### config.mk
export PLATFORM = sky130hd
export DESIGN_NAME = intpol_mc_stream_core
export DESIGN_NICKNAME = d
export VERILOG_FILES = /design/src/rtl/intpol_mc_stream_core.sv
export SDC_FILE = /design/constraint.sdc
export NUM_CORES = 1
export LEC_CHECK = 0
export ABC_AREA = 1
export ABC_CLOCK_PERIOD_IN_PS = 9800
export BUFFER_PORTS_ARGS = -buffer_cell sky130_fd_sc_hd__buf_2
export CAP_MARGIN = 0
export CORE_MARGIN = 2
export CORE_UTILIZATION = 55
export DETAILED_ROUTE_END_ITERATION = 8
export GPL_ROUTABILITY_DRIVEN = 0
export PLACE_DENSITY = 0.8
export RECOVER_POWER = 25
export SYNTH_ARGS = -nofsm -noshare
export SYNTH_HDL_FRONTEND = slang
export SYNTH_SLANG_ARGS = --single-unit
### constraint.sdc
create_clock -name clk -period 9.8 [get_ports clk]
set_clock_uncertainty 0.2 [all_clocks]
set_input_delay 0.49 -clock clk [delete_from_list [all_inputs] [get_ports clk]]
set_output_delay 0.49 -clock clk [all_outputs]
set_load 0.1 [all_outputs]
### src/rtl/intpol_mc_stream_core.sv
// intpol_mc_stream_core
//   Multichannel linear interpolator (factor L = 2^LOG2_L) between an
//   upstream FIFO and a downstream sink. One frame holds CHANNELS samples.
//   A run primes one frame into the prev registers. Each later frame is read
//   into the cur registers and produces L interpolated output frames. In
//   bypass mode each frame is read and then emitted unchanged.
//
// Ports
//   clk, rst_a          clock, asynchronous active-high reset
//   start               one-cycle run request (only accepted while idle)
//   bypass_i            pass-through mode, latched at start
//   n_frames_i          frames to consume after priming, latched at start
//   empty_i, data_i     upstream FIFO status / data (data valid cycle after rd_en_o)
//   rd_en_o             upstream FIFO read enable
//   afull_i             downstream almost-full, holds output issue
//   data_o, valid_o     registered output sample and its valid
//   busy_o, done_o      run in progress / one-cycle end-of-run pulse
//   status_o            {3'b0, bypass, stall_afull, stall_empty, busy, done_sticky}
module intpol_mc_stream_core #(
   parameter int DATA_WIDTH = 32,
   parameter int CHANNELS   = 2,
   parameter int LOG2_L     = 2,
   parameter int CNT_WIDTH  = 16
) (
   input  logic                         clk,
   input  logic                         rst_a,
   input  logic                         start,
   input  logic                         bypass_i,
   input  logic [CNT_WIDTH-1:0]         n_frames_i,
   input  logic                         empty_i,
   input  logic signed [DATA_WIDTH-1:0] data_i,
   output logic                         rd_en_o,
   input  logic                         afull_i,
   output logic signed [DATA_WIDTH-1:0] data_o,
   output logic                         valid_o,
   output logic                         busy_o,
   output logic                         done_o,
   output logic [7:0]                   status_o
);

   localparam int L    = 1 << LOG2_L;
   localparam int CH_W = (CHANNELS > 1) ? $clog2(CHANNELS) : 1;
   localparam int RC_W = $clog2(CHANNELS + 1);
   localparam int K_W  = LOG2_L + 1;
   localparam int PW   = DATA_WIDTH + 1 + LOG2_L;

   typedef enum logic [1:0] {S_IDLE, S_PRIME, S_RUN, S_DONE} state_t;

   state_t                         state, state_nxt;
   logic                           emit_ph;      // 0: reading a frame, 1: emitting it
   logic                           bypass_r;
   logic [CNT_WIDTH-1:0]           n_frames_r;
   logic [CNT_WIDTH-1:0]           frame_cnt;
   logic [RC_W-1:0]                rd_cnt;       // reads issued in the current frame
   logic                           vld_p0;       // a read was issued last cycle
   logic [CH_W-1:0]                rd_ch_p0;     // channel of that read
   logic [CH_W-1:0]                ch_cnt;
   logic [K_W-1:0]                 k_cnt;
   logic signed [DATA_WIDTH-1:0]   prev_r [CHANNELS];
   logic signed [DATA_WIDTH-1:0]   cur_r  [CHANNELS];
   logic                           done_sticky;

   logic need, emit, issue, ch_last, k_last, frame_last, last_cap, start_ok;

   // y = prev + floor(k*(cur-prev) / L), wrapped to DATA_WIDTH. For k = L
   // the shift is exact, so the wrapped sum returns cur bit-for-bit.
   function automatic logic signed [DATA_WIDTH-1:0] interp(
      input logic signed [DATA_WIDTH-1:0] prev,
      input logic signed [DATA_WIDTH-1:0] cur,
      input logic [K_W-1:0]               k
   );
      logic signed [DATA_WIDTH:0] diff;
      logic signed [PW-1:0]       diff_x, k_x, prod, shifted;
      diff    = {cur[DATA_WIDTH-1], cur} - {prev[DATA_WIDTH-1], prev};
      diff_x  = {{LOG2_L{diff[DATA_WIDTH]}}, diff};
      k_x     = {{(PW-K_W){1'b0}}, k};
      prod    = diff_x * k_x;
      shifted = prod >>> LOG2_L;
      return prev + shifted[DATA_WIDTH-1:0];
   endfunction

   // decode of the current cycle
   always_comb begin
      need       = ((state == S_PRIME) || ((state == S_RUN) && !emit_ph)) &&
                   (rd_cnt < RC_W'(CHANNELS));
      emit       = (state == S_RUN) && emit_ph;
      issue      = emit && !afull_i;
      ch_last    = (ch_cnt == CH_W'(CHANNELS - 1));
      k_last     = bypass_r || (k_cnt == K_W'(L));
      frame_last = (frame_cnt == (n_frames_r - CNT_WIDTH'(1)));
      last_cap   = vld_p0 && (rd_ch_p0 == CH_W'(CHANNELS - 1));
      start_ok   = (state == S_IDLE) && start;
   end

   // state register
   always_ff @(posedge clk or posedge rst_a) begin
      if (rst_a) state <= S_IDLE;
      else       state <= state_nxt;
   end

   // next state
   always_comb begin
      state_nxt = state;
      case (state)
         S_IDLE: begin
            if (start) begin
               if (n_frames_i == '0) state_nxt = S_DONE;
               else if (bypass_i)    state_nxt = S_RUN;
               else                  state_nxt = S_PRIME;
            end
         end
         S_PRIME: if (last_cap) state_nxt = S_RUN;
         S_RUN:   if (issue && ch_last && k_last && frame_last) state_nxt = S_DONE;
         S_DONE:  state_nxt = S_IDLE;
         default: state_nxt = S_IDLE;
      endcase
   end

   // outputs decoded from state
   always_comb begin
      busy_o   = (state == S_PRIME) || (state == S_RUN);
      rd_en_o  = need && !empty_i;
      status_o = {3'b000, bypass_r, emit && afull_i, need && empty_i, busy_o, done_sticky};
   end

   // counters, sample registers and registered outputs
   always_ff @(posedge clk or posedge rst_a) begin
      if (rst_a) begin
         emit_ph     <= 1'b0;
         bypass_r    <= 1'b0;
         n_frames_r  <= '0;
         frame_cnt   <= '0;
         rd_cnt      <= '0;
         vld_p0      <= 1'b0;
         rd_ch_p0    <= '0;
         ch_cnt      <= '0;
         k_cnt       <= '0;
         data_o      <= '0;
         valid_o     <= 1'b0;
         done_o      <= 1'b0;
         done_sticky <= 1'b0;
         for (int i = 0; i < CHANNELS; i++) begin
            prev_r[i] <= '0;
            cur_r[i]  <= '0;
         end
      end else begin
         // ---- stage p0: read issue; data returns next cycle ----
         vld_p0   <= rd_en_o;
         rd_ch_p0 <= rd_cnt[CH_W-1:0];
         if (rd_en_o) rd_cnt <= rd_cnt + RC_W'(1);

         // ---- stage p1: sample capture ----
         if (vld_p0) begin
            if (state == S_PRIME) prev_r[rd_ch_p0] <= data_i;
            else                  cur_r[rd_ch_p0]  <= data_i;
         end
         if ((state == S_PRIME) && last_cap) rd_cnt <= '0;
         if ((state == S_RUN) && !emit_ph && last_cap) emit_ph <= 1'b1;

         // ---- stage p2: output issue ----
         valid_o <= issue;
         if (issue) begin
            data_o <= bypass_r ? cur_r[ch_cnt] : interp(prev_r[ch_cnt], cur_r[ch_cnt], k_cnt);
            if (ch_last) begin
               ch_cnt <= '0;
               if (k_last) begin
                  k_cnt     <= K_W'(1);
                  emit_ph   <= 1'b0;
                  rd_cnt    <= '0;
                  frame_cnt <= frame_cnt + CNT_WIDTH'(1);
                  for (int i = 0; i < CHANNELS; i++) prev_r[i] <= cur_r[i];
               end else begin
                  k_cnt <= k_cnt + K_W'(1);
               end
            end else begin
               ch_cnt <= ch_cnt + CH_W'(1);
            end
         end

         done_o <= (state == S_DONE);
         if (state == S_DONE) done_sticky <= 1'b1;

         if (start_ok) begin
            bypass_r    <= bypass_i;
            n_frames_r  <= n_frames_i;
            frame_cnt   <= '0;
            rd_cnt      <= '0;
            emit_ph     <= 1'b0;
            ch_cnt      <= '0;
            k_cnt       <= K_W'(1);
            done_sticky <= 1'b0;
         end
      end
   end

endmodule

; After elaboration in Yosys (flattened, before gate mapping)
; Index checks and enable logic that the tools add are counted.
; W data, S select, Z words.
[totals]
out_inout_bits = 44
input_bits = 54
ff_bits = 207
[classes]
order_cmp = 4
eq_ne = 8
add_sub_neg = 7
reduce_logical = 31
bitwise = 3
mux = 46
mul = 1
[op_table]
columns = operator, count
row1 = $mux W64, 5
row2 = $mux W32, 8
row3 = $bwmux W64, 2
row4 = $mux W16, 4
row5 = $mul A33 B4 Y34, 1
row6 = $sub A32 B32 Y33, 1
row7 = $add A32 B32 Y32, 1
row8 = $demux W32 S1, 1
row9 = $mux W2, 11
row10 = $add A16 B1 Y16 const B, 1
row11 = $eq A16 B16 Y1, 1
row12 = $logic_not A16 Y1, 1
row13 = $sub A16 B1 Y16 const B, 1
row14 = $logic_and A1 B1 Y1, 15
row15 = $mux W3, 4
row16 = $mux W1, 10
row17 = $pmux W2 S4, 1
row18 = $reduce_bool A2 Y1, 4
row19 = $reduce_and A3 Y1, 2
row20 = $eq A2 B2 Y1 const B, 2
row21 = $ge A2 B2 Y1 const B, 2
row22 = $ne A2 B2 Y1 const B, 2
row23 = $not A1 Y2, 2
row24 = $reduce_and A2 Y1, 2
row25 = 12 further kinds, 16

; Depth between registers and ports, before layout
[logic_depth]
depth_word = 11
depth_mapped = 49
mapped_depth_nobuf = 47

; Worst setup path after synthesis
; Ideal clock, no wire load.
[synth_path]
kind = register -> register
start = reg ch_cnt
end = reg data_o[29]
slack_ns = 2.854
t_arrival_ns = 6.622
n_path_buf = 3
period_less_slack_ns = 6.946
path_stages_with_launch = 47
setup_time_ns = 0.124
cell_sequence = dfrtp_1 clkbuf_1 clkbuf_1 clkbuf_1 nand2_1 nand2_1 ha_1 inv_1 fa_1 nand3_1 nand3_2 nand2_1 nand2_1 inv_1 o21ai_0 a21oi_1 o21bai_1 xor2_1 (+11 left out) a21oi_1 o21ai_0 nand3_1 nand2_1 xor2_1 ha_1 a21oi_1 inv_1 a21oi_1 o21ai_0 a221oi_1 nand2_1 nand2_1 nand2_1 a21oi_1 o21ai_0 o211ai_1 nand2_1
[synth_via]
elab_chain_len = 8
[synth_rtl]
columns = element, line
row1 = start: declaration, 57  ; logic [CH_W-1:0] ch_cnt;
row2 = start signal: assignment, 176  ; ch_cnt <= ch_cnt + CH_W'(1);
row3 = $not A1 Y2 (implied by the code) *, 163  ; data_o <= bypass_r ? cur_r[ch_cnt] : interp(prev_r[ch_cnt], cur_r[ch_cnt], k_cnt);
row4 = $mux W32 (implied by the code) (3 in a row), 163
row5 = $sub A32 B32 Y33, 74  ; diff = {cur[DATA_WIDTH-1], cur} - {prev[DATA_WIDTH-1], prev};
row6 = $mul A33 B4 Y34, 77  ; prod = diff_x * k_x;
row7 = $add A32 B32 Y32, 79  ; return prev + shifted[DATA_WIDTH-1:0];
row8 = $mux W32 *, 163
row9 = end signal: assignment, 163
row10 = end: declaration, 34  ; output logic signed [DATA_WIDTH-1:0] data_o,
; Every way passes the cells marked *; elsewhere a longest branch is shown, timed or not. The select of a mux whose other input is x is not followed.
; A chain may end at the register's enable or synchronous reset.

; Final worst setup path
[layout_path]
start = reg ch_cnt
end = reg data_o[30]
; Same word-level chain as after synthesis.

==> impl_metrics.ini <==
[run_status]
status = finished, violations left
violations = capacitance limit, slew limit

[sta]
max_freq_ghz = 0.119
slew_viol_final = 132
rsz0062_at_grt = false
fin_ws_ps = 1430
min_period_over_period_pct = 85.4
hold_violations = 0
tightest_slew_ps = 5610
timing.final.crit_period_ps = 8370
setup_viol = 0
fin_setup_tns_ps = 0
slew_headroom_pct = -276
holdWs_ps = 5.39

[floorplan]
initial_utilization_pct = 55.6
dieArea_um2 = 32300
coreArea_um2 = 30500
die_y_um = 180
pin_count = 98
rows = 64
chipWidth_um = 180

[drt]
ant_nets = 0
avgViaCountPerCell = 5.63
first_pass_iters = 5
wire_per_inst_um = 16.0
routed_wl_um = 45700
num_vias = 16111
drt_iter0_drc = 1742
drc = 0

[logic_synthesis]
synth_top_cell_area_share_pct = 30.5
synthAdderAreaFrac_pct = 13.9
netlist_instances = 2404
async_reset_ff_share_pct = 100
yosysTopAreaCell = dfrtp_1
synth_compound_area_share_pct = 16.5
synth-simple-area-share_pct = 23.4
synth_flop_cell = dfrtp_1
ys_warn_count = 0
netlist_area_um2 = 17000
synth.distinct_cells = 52
synth_edf_count = 0
syn_area_per_cell_um2 = 7.06
muxShareOfSynthArea_pct = 0.118
yosysSeqAreaShare_pct = 30.5
synth_top_family_by_area = simple AND/OR/NAND/NOR gates
ys_ff_latch = 207
synth_area_leaders = dfrtp_1, nand2_1, ha_1, inv_1, o21ai_0
synthXorXnorAreaFrac_pct = 4.80

[critical_path]
r2r_setup_slack_ps = 1430
worstRegToRegCells = 45
cp-start-kind = flip-flop
endpoint = data_o[30]
slowest_stage = inv_1
cp.required_ps = 9980
cp_max_fo = 32
cp.arrival_ps = 8550
cpPeakStageDelay_ps = 760
rr_startpoint = ch_cnt
worstSetupEndpointType = flip-flop
critPathLaunch = ch_cnt
crit_type = flip-flop to flip-flop
cpMostUsedCell = nand2_1
rr_endpoint = data_o[30]

[grt]
grt_pass1_wl_um = 75100
grt_use_met1_pct = 38.9
use_met3_pct = 3.32
grt_antenna_before_repair = 1
grt_overflow = 0
grt_busiest_layer = met2
grt_max_degree = 132
grt_pass1_vias = 15353
track_usage_pct = 27.8
gr-usage-met2_pct = 45.8

[clocking]
clk_pin_slew_worst_paths_ps = 60
cts_buffers = 22
cts_tree = done
clock-sinks = 207
htreeDepth = 1
cts_root_buf = clkbuf_16
cts_setup_buffers = 0
cts_buffer_depth = 3
clk_latency_ps = 500

[cells_and_area]
layout.nets = 2673
final_cell_mix = nand2_1, inv_1, o21ai_0
drive_gt1_share_pct = 9.09
fill_cells = 2695
n_antenna_cell = 0
syn_to_final_growth_pct = 8.90
layout_commonest_cell = nand2_1

[hold_path]
hp-class = input pin to flip-flop

[placed_design]
dp_hpwl_um = 33900
port_buffers = 94
pre_cts_ws_ps = 1720

[flow_run]
maxCapViolCount = 1
==> worst min-delay path by stage <==
| stage | start | endpoint | slack [ps] | cells after the start |
|---|---|---|---|---|
| floorplan | rd_cnt[0] | rd_ch_p0 | 190 | 0 |
| global placement | rd_cnt[0] | rd_ch_p0 | 200 | 0 |
| detailed placement | rd_cnt[0] | rd_ch_p0 | 220 | 0 |
| CTS | empty_i | vld_p0 | 3 | 2 |
| global route | n_frames_i[8] | n_frames_r[8] | 10 | 3 |
| finish | n_frames_i[8] | n_frames_r[8] | 5 | 3 |
==> registers in the layout (all words and copies together) (netlist names) <==
signal / count
rd_ch_p0: 1
n_frames_r: 16
prev_r: 64
data_o: 32
k_cnt: 3
ch_cnt: 1
cur_r: 64
done_sticky: 1
valid_o: 1
rd_cnt: 2
bypass_r: 1
frame_cnt: 16
vld_p0: 1
emit_ph: 1
done_o: 1
state: 2
==> area by class of cell <==
cell class / count / area [um2] / share of cell area (%)
inverter: 390 / 1470 / 7.94
timing repair buffer: 107 / 572 / 3.10
clock buffer: 32 / 669 / 3.62
multi-input combinational: 1722 / 9990 / 54.1
sequential: 207 / 5180 / 28.0
tap: 396 / 495 / 2.68
clock inverter: 7 / 96.3 / 0.522
==> per-layer routing <==
metal  vias to the layer above  routed length (um)
met5                         -                   0
met4                         0                1220
met3                        92                3630
met2                       676               21000
met1                      7561               19800
li1                       7782                   -
==> cell families (layout without fill, tap and decap cells) <==
| logic type | count (synthesis) | count (layout) |
|---|---|---|
| flip-flops | 207 | 207 |
| other | 1 | 3 |
| AO/OA/AOI/OAI | 514 | 514 |
| buffers and inverters | 477 | 536 |
| multiplexers | 2 | 2 |
| XOR/XNOR | 93 | 93 |
| AND/OR/NAND/NOR | 941 | 941 |
| adder cells (fa/ha/maj) | 169 | 169 |
==> worst max-delay path: cells and delay by family (launching register included) <==
kind,cells,cell delay (ps)
buf+inv,7,1130
fa+ha+maj,5,2050
flops,1,400
simple gates,21,2220
xor+xnor,3,570
compound gates,9,1610
==> cell usage after synthesis (9+ instances only) <==
master / instances
a21oi_1: 129
a31oi_1: 40
clkbuf_1: 80
dfrtp_1: 207
fa_1: 33
ha_1: 136
inv_1: 385
nand2_1: 574
nand3_1: 69
nand4_1: 11
nor2_1: 182
nor3_1: 15
nor4_1: 14
o211ai_1: 20
o21ai_0: 276
o21bai_1: 9
or2_2: 42
xnor2_1: 36
xor2_1: 57
==> stage by stage <==
| step | util (%) | std cells | cell area, um2 |
|---|---|---|---|
| floorplan | - | 2406 | 17000 |
| global placement | 58.0 | 2820 | 17700 |
| detailed placement | 58.0 | 2820 | 17700 |
| CTS | 60.6 | 2861 | 18500 |
| global route | 60.5 | 2861 | 18500 |
| finish | 60.5 | 2861 | 18500 |
==> what timing repair did <==
item                                    CTS  global route
hold endpoints to repair                  2             0
gates resized for setup                   0             0
endpoints found under the setup margin    0             0
hold buffers                              2             0
Power is left out: the tool's default activity adds up to more than one toggle a clock period on the data nets, which glitch-free logic cannot reach.
